`src/rtl/rsv_pkg.sv`:
```
// Shared router select definitions for the 6-way mux and demux.
// Port numbering and the 3-bit select encoding live here.
package rsv_pkg;

    localparam int NUM_PORTS = 6;
    localparam int SEL_WIDTH = 3;

    typedef logic [SEL_WIDTH-1:0] sel_t;
    typedef logic [2:0]           port_t;

    localparam port_t PORT_A = 3'd0;
    localparam port_t PORT_B = 3'd1;
    localparam port_t PORT_C = 3'd2;
    localparam port_t PORT_D = 3'd3;
    localparam port_t PORT_E = 3'd4;
    localparam port_t PORT_F = 3'd5;

    // sel[1] is a don't-care once sel[2] picks the E/F pair.
    function automatic port_t sel_to_port(input sel_t sel);
        port_t p;
        unique case (1'b1)
            sel[2] &  sel[0]: p = PORT_F;
            sel[2] & ~sel[0]: p = PORT_E;
            default:          p = {1'b0, sel[1:0]};
        endcase
        return p;
    endfunction

endpackage

```
`src/rtl/demux_fifo.sv`:
```
// Single-clock FIFO for one demux output port.
// Head entry is always visible on head; storage clears on reset.
module demux_fifo #(
    parameter int WIDTH = 16,
    parameter int DEPTH = 2
) (
    input  logic             clk,
    input  logic             rst_n,
    input  logic             push,
    input  logic [WIDTH-1:0] wdata,
    input  logic             pop,
    output logic [WIDTH-1:0] head,
    output logic             full,
    output logic             empty
);

    localparam int PW = $clog2(DEPTH);
    localparam int CW = $clog2(DEPTH + 1);

    logic [WIDTH-1:0] mem [DEPTH];
    logic [PW-1:0]    wr_ptr;
    logic [PW-1:0]    rd_ptr;
    logic [CW-1:0]    count;
    logic             do_push;
    logic             do_pop;

    assign full    = (count == CW'(DEPTH));
    assign empty   = (count == '0);
    assign do_push = push & ~full;
    assign do_pop  = pop & ~empty;
    assign head    = mem[rd_ptr];

    // Pointers are power-of-two wide, so plain increment wraps.
    always_ff @(posedge clk or negedge rst_n) begin
        if (!rst_n) begin
            for (int i = 0; i < DEPTH; i++) begin
                mem[i] <= '0;
            end
            wr_ptr <= '0;
            rd_ptr <= '0;
            count  <= '0;
        end else begin
            if (do_push) begin
                mem[wr_ptr] <= wdata;
                wr_ptr      <= wr_ptr + 1'b1;
            end
            if (do_pop) begin
                rd_ptr <= rd_ptr + 1'b1;
            end
            unique case ({do_push, do_pop})
                2'b10:   count <= count + 1'b1;
                2'b01:   count <= count - 1'b1;
                default: count <= count;
            endcase
        end
    end

endmodule

```
`src/rtl/demux1to6_buf.sv`:
```
// Buffered 1-to-6 flit distributor with one FIFO per output port.
// in_ready looks only at the addressed FIFO; pops give no same-cycle credit.
module demux1to6_buf
    import rsv_pkg::*;
#(
    parameter int WIDTH = 16,
    parameter int DEPTH = 2
) (
    input  logic                     clk,
    input  logic                     rst_n,
    input  logic [WIDTH-1:0]         in_data,
    input  logic [SEL_WIDTH-1:0]     in_sel,
    input  logic                     in_valid,
    output logic                     in_ready,
    output logic [NUM_PORTS*WIDTH-1:0] out_data,
    output logic [NUM_PORTS-1:0]     out_valid,
    input  logic [NUM_PORTS-1:0]     out_ready
);

    port_t                idx;
    logic [NUM_PORTS-1:0] hit;
    logic [NUM_PORTS-1:0] push;
    logic [NUM_PORTS-1:0] full;
    logic [NUM_PORTS-1:0] empty;

    assign idx = sel_to_port(in_sel);

    always_comb begin
        hit = '0;
        for (int k = 0; k < NUM_PORTS; k++) begin
            hit[k] = (idx == 3'(k));
        end
    end

    assign in_ready  = |(hit & ~full);
    assign push      = hit & {NUM_PORTS{in_valid & in_ready}};
    assign out_valid = ~empty;

    for (genvar k = 0; k < NUM_PORTS; k++) begin : g_port
        demux_fifo #(
            .WIDTH(WIDTH),
            .DEPTH(DEPTH)
        ) u_fifo (
            .clk  (clk),
            .rst_n(rst_n),
            .push (push[k]),
            .wdata(in_data),
            .pop  (out_ready[k]),
            .head (out_data[k*WIDTH +: WIDTH]),
            .full (full[k]),
            .empty(empty[k])
        );
    end

endmodule
```
`config.mk`:
```
export PLATFORM = sky130hd
export DESIGN_NAME = demux1to6_buf
export DESIGN_NICKNAME = d
export VERILOG_FILES = /design/src/rtl/rsv_pkg.sv /design/src/rtl/demux_fifo.sv /design/src/rtl/demux1to6_buf.sv
export SDC_FILE = /design/constraint.sdc
export NUM_CORES = 1
export LEC_CHECK = 0
export CAP_MARGIN = 10
export CORE_MARGIN = 1.5
export CORE_UTILIZATION = 59
export CTS_CLUSTER_SIZE = 20
export DETAILED_ROUTE_END_ITERATION = 8
export GPL_TIMING_DRIVEN = 0
export PLACE_DENSITY_LB_ADDON = 0.15
export SETUP_SLACK_MARGIN = 0.4
export SLEW_MARGIN = 15
export SYNTH_ARGS = -nofsm -noshare
export SYNTH_HDL_FRONTEND = slang
export SYNTH_HIERARCHICAL = 1
export SYNTH_SLANG_ARGS = --single-unit
```
`constraint.sdc`:
```
create_clock -name clk -period 4.8 [get_ports clk]
set_input_delay 0.96 -clock clk [delete_from_list [all_inputs] [get_ports clk]]
set_output_delay 0.96 -clock clk [all_outputs]
set_load 0.005 [all_outputs]
```
==> results.toml <==
[run_status]
status = "complete, no violations"

[setup_path]
worstSetupPathType = "input port to output pin"
cp.arrival_ns = 2.76
rrSetupSlack_ns = 2.47
crit_path_start_kind = "input port"
crit_path_end_kind = "output pin"
required_ns = 3.84
cp_max_fo = 6

[logic_synthesis]
syn_inst = 636
yosys_most_used_dff = "dfrtp_1"
syn_area_sq_mm = 0.00972
synthArstFlopShare = 1.00
synth_cell_types = 23
yosysTopAreaCell = "dfrtp_1"
synth.area.top_cells = "dfrtp_1 56%, mux2_2 33%, xnor2_1 1.6%, nor3b_4 1.2%, xor2_1 1.1%"
yosys_warnings = 6
synth.most_common_cell = "mux2_2"
synth_top_area_frac = 0.556
synth_fp_nets = 670
ys_seq_area_frac = 0.556
synth_commonest_cells = "289 x mux2_2, 216 x dfrtp_1, 18 x xnor2_1"
ys_seq_elements = 216
synth_edf_count = 0
syn_avg_cell_area_sq_um = 15.3

[placed_design]
place_congestion = 0.806
placed_area_sq_mm = 0.0113
place_inst = 984
port_buffers = 130
place_hpwl_um = 14000

[drt]
wl_met2_um = 10200
met3_length_um = 750
drt_iter0_drc = 217
routedWlPerCell_um = 19.7
maxUsedRoutingLayer = "met4"
ant_nets = 0
met1_length_um = 8760
vias = 5620
avgViaCountPerCell = 5.50
routed_wl_um = 20100
drc_errors = 0
drt_pass1_iterations = 4

[hold_path]
min_path_type = "input port to async pin"

[timing]
min_period_over_period = 0.776
setup_tns_ns = 0
min_period_ns = 3.72
relSlewSlack = 0.533
hold_viol = 0
timing.fmax_mhz = 268
drv_slew = 0
grt_setup_unrepaired = "false"
worst_pin_slew_ns = 0.700
finalSetupViolCount = 0
final.setup_skew_ns = 0.0103

[global_routing]
grt_pass1_vias = 6256
grt_overflow_total = 0
grt_max_degree = 93
track_usage = 0.235
antenna_found_initial = 0
grt_pass1_wl_um = 32500

[final_layout]
final_cells = 1021
final_core_util = 0.753
syn_to_final_growth_pct = 24.0
nNetsFinal = 827
drive_above_1_share = 0.466
design_area_sq_mm = 0.0120
antenna_cells = 0

[floorplan]
die_h_um = 131
ios = 131
rows = 46
die_area_sq_mm = 0.0173
core-area_sq_mm = 0.0160
fp.dieW_um = 131
initial_core_util = 0.607

[job]
cap_violations = 0

[clocking]
clkSlewWorstSetupHoldPaths_ns = 0.06
post_cts_resized = 0
cts_num_sinks = 216
htree_levels = 1
numCtsBuffers = 23
cts_tree = "yes"
holdBufCountCts = 0
clk_latency_ns = 0.50
clockBufferDepth = 3
cts_setup_buffers = 0
root_buffer = "clkbuf_16"

[power_and_ir_drop]
power_leakage_nw = 5.31
max-vdd-ir-drop_mv = 0.424
power_density_mw_per_mm2 = 696
final cells by class:
cell class	instances	area, sq um
Sequential cell	216	5410
Timing Repair Buffer	132	1360
Tap cell	216	270
Multi-Input combinational cell	378	4030
Fill cell	1032	3950
Buffer	30	240
Inverter	12	45.0
Clock inverter	5	28.8
Clock buffer	32	669
cells by family after synthesis:
kind of cell  after synthesis  synth area share
simple gates               51            0.0415
buf+inv                    42            0.0294
flops                     216             0.556
mux                       291             0.338
fa+ha+maj                   6           0.00772
xor+xnor                   30            0.0270
path summary, 6_finish.rpt:
| check | startpoint | endpoint | cells past startpoint |
|---|---|---|---|
| max | in_sel[0] | in_ready | 4 |
| min | rst_n | g_port[0].u_fifo/mem[26] | 1 |
| max reg2reg | g_port[3].u_fifo/count[0] | g_port[3].u_fifo/mem[26] | 6 |
| min reg2reg | g_port[5].u_fifo/mem[15] | g_port[5].u_fifo/mem[15] | 1 |
| max in group asynchronous | rst_n | g_port[3].u_fifo/mem[31] | 3 |
| min in group clk | g_port[5].u_fifo/mem[15] | g_port[5].u_fifo/mem[15] | 1 |
cell usage in the layout, fill, tap and decap left out:
cell / instances
clkdlybuf4s50_1: 129
nor2_1: 12
nand2_1: 7
inv_2: 6
buf_8: 7
buf_6: 6
xor2_1: 12
nor3b_4: 6
clkbuf_16: 23
inv_6: 1
buf_16: 2
mux2i_1: 1
nand3b_1: 1
or3b_1: 1
dfrtp_1: 216
and3_2: 6
inv_1: 6
xnor2_1: 18
nand2b_4: 6
clkinv_2: 4
mux2_2: 289
clkbuf_8: 6
nor3b_1: 3
buf_2: 12
nor3_1: 3
mux4_2: 1
ha_1: 6
nor2b_1: 6
clkbuf_1: 9
registers in the layout, summed over array words and instances (netlist names):
signal,count
g_port.u_fifo/rd_ptr,6
g_port.u_fifo/wr_ptr,6
g_port.u_fifo/mem,192
g_port.u_fifo/count,12
where the power goes:
| group | internal (mW) | switching, mW |
|---|---|---|
| combinational | 2.33 | 1.24 |
| clock | 0.964 | 0.687 |
| sequential | 2.68 | 0.491 |
layer usage:
metal,track usage,up-vias
met3,0.0336,38
li1,-,2544
met4,0.0636,0
met2,0.412,127
met1,0.307,2911
met5,0,-
worst max-delay path: stages:
cell and delay [ns]:
clkdlybuf4s50_1 0.58, mux4_2 0.53, mux2i_1 0.16, clkdlybuf4s50_1 0.53
stage by stage:
step / hold slack [ns] / worst slack [ns] / total power, mW
3_5_place_dp: 0.490 / 1.09 / 6.75
5_1_grt: 0.512 / 1.02 / 8.84
3_3_place_gp: 0.483 / -5.62 / 6.57
6_report: 0.475 / 1.08 / 8.39
2_1_floorplan: 0.475 / 2.19 / 5.00
4_1_cts: 0.487 / 1.08 / 8.47
No activity file was read; power rests on OpenSTA's default activity.
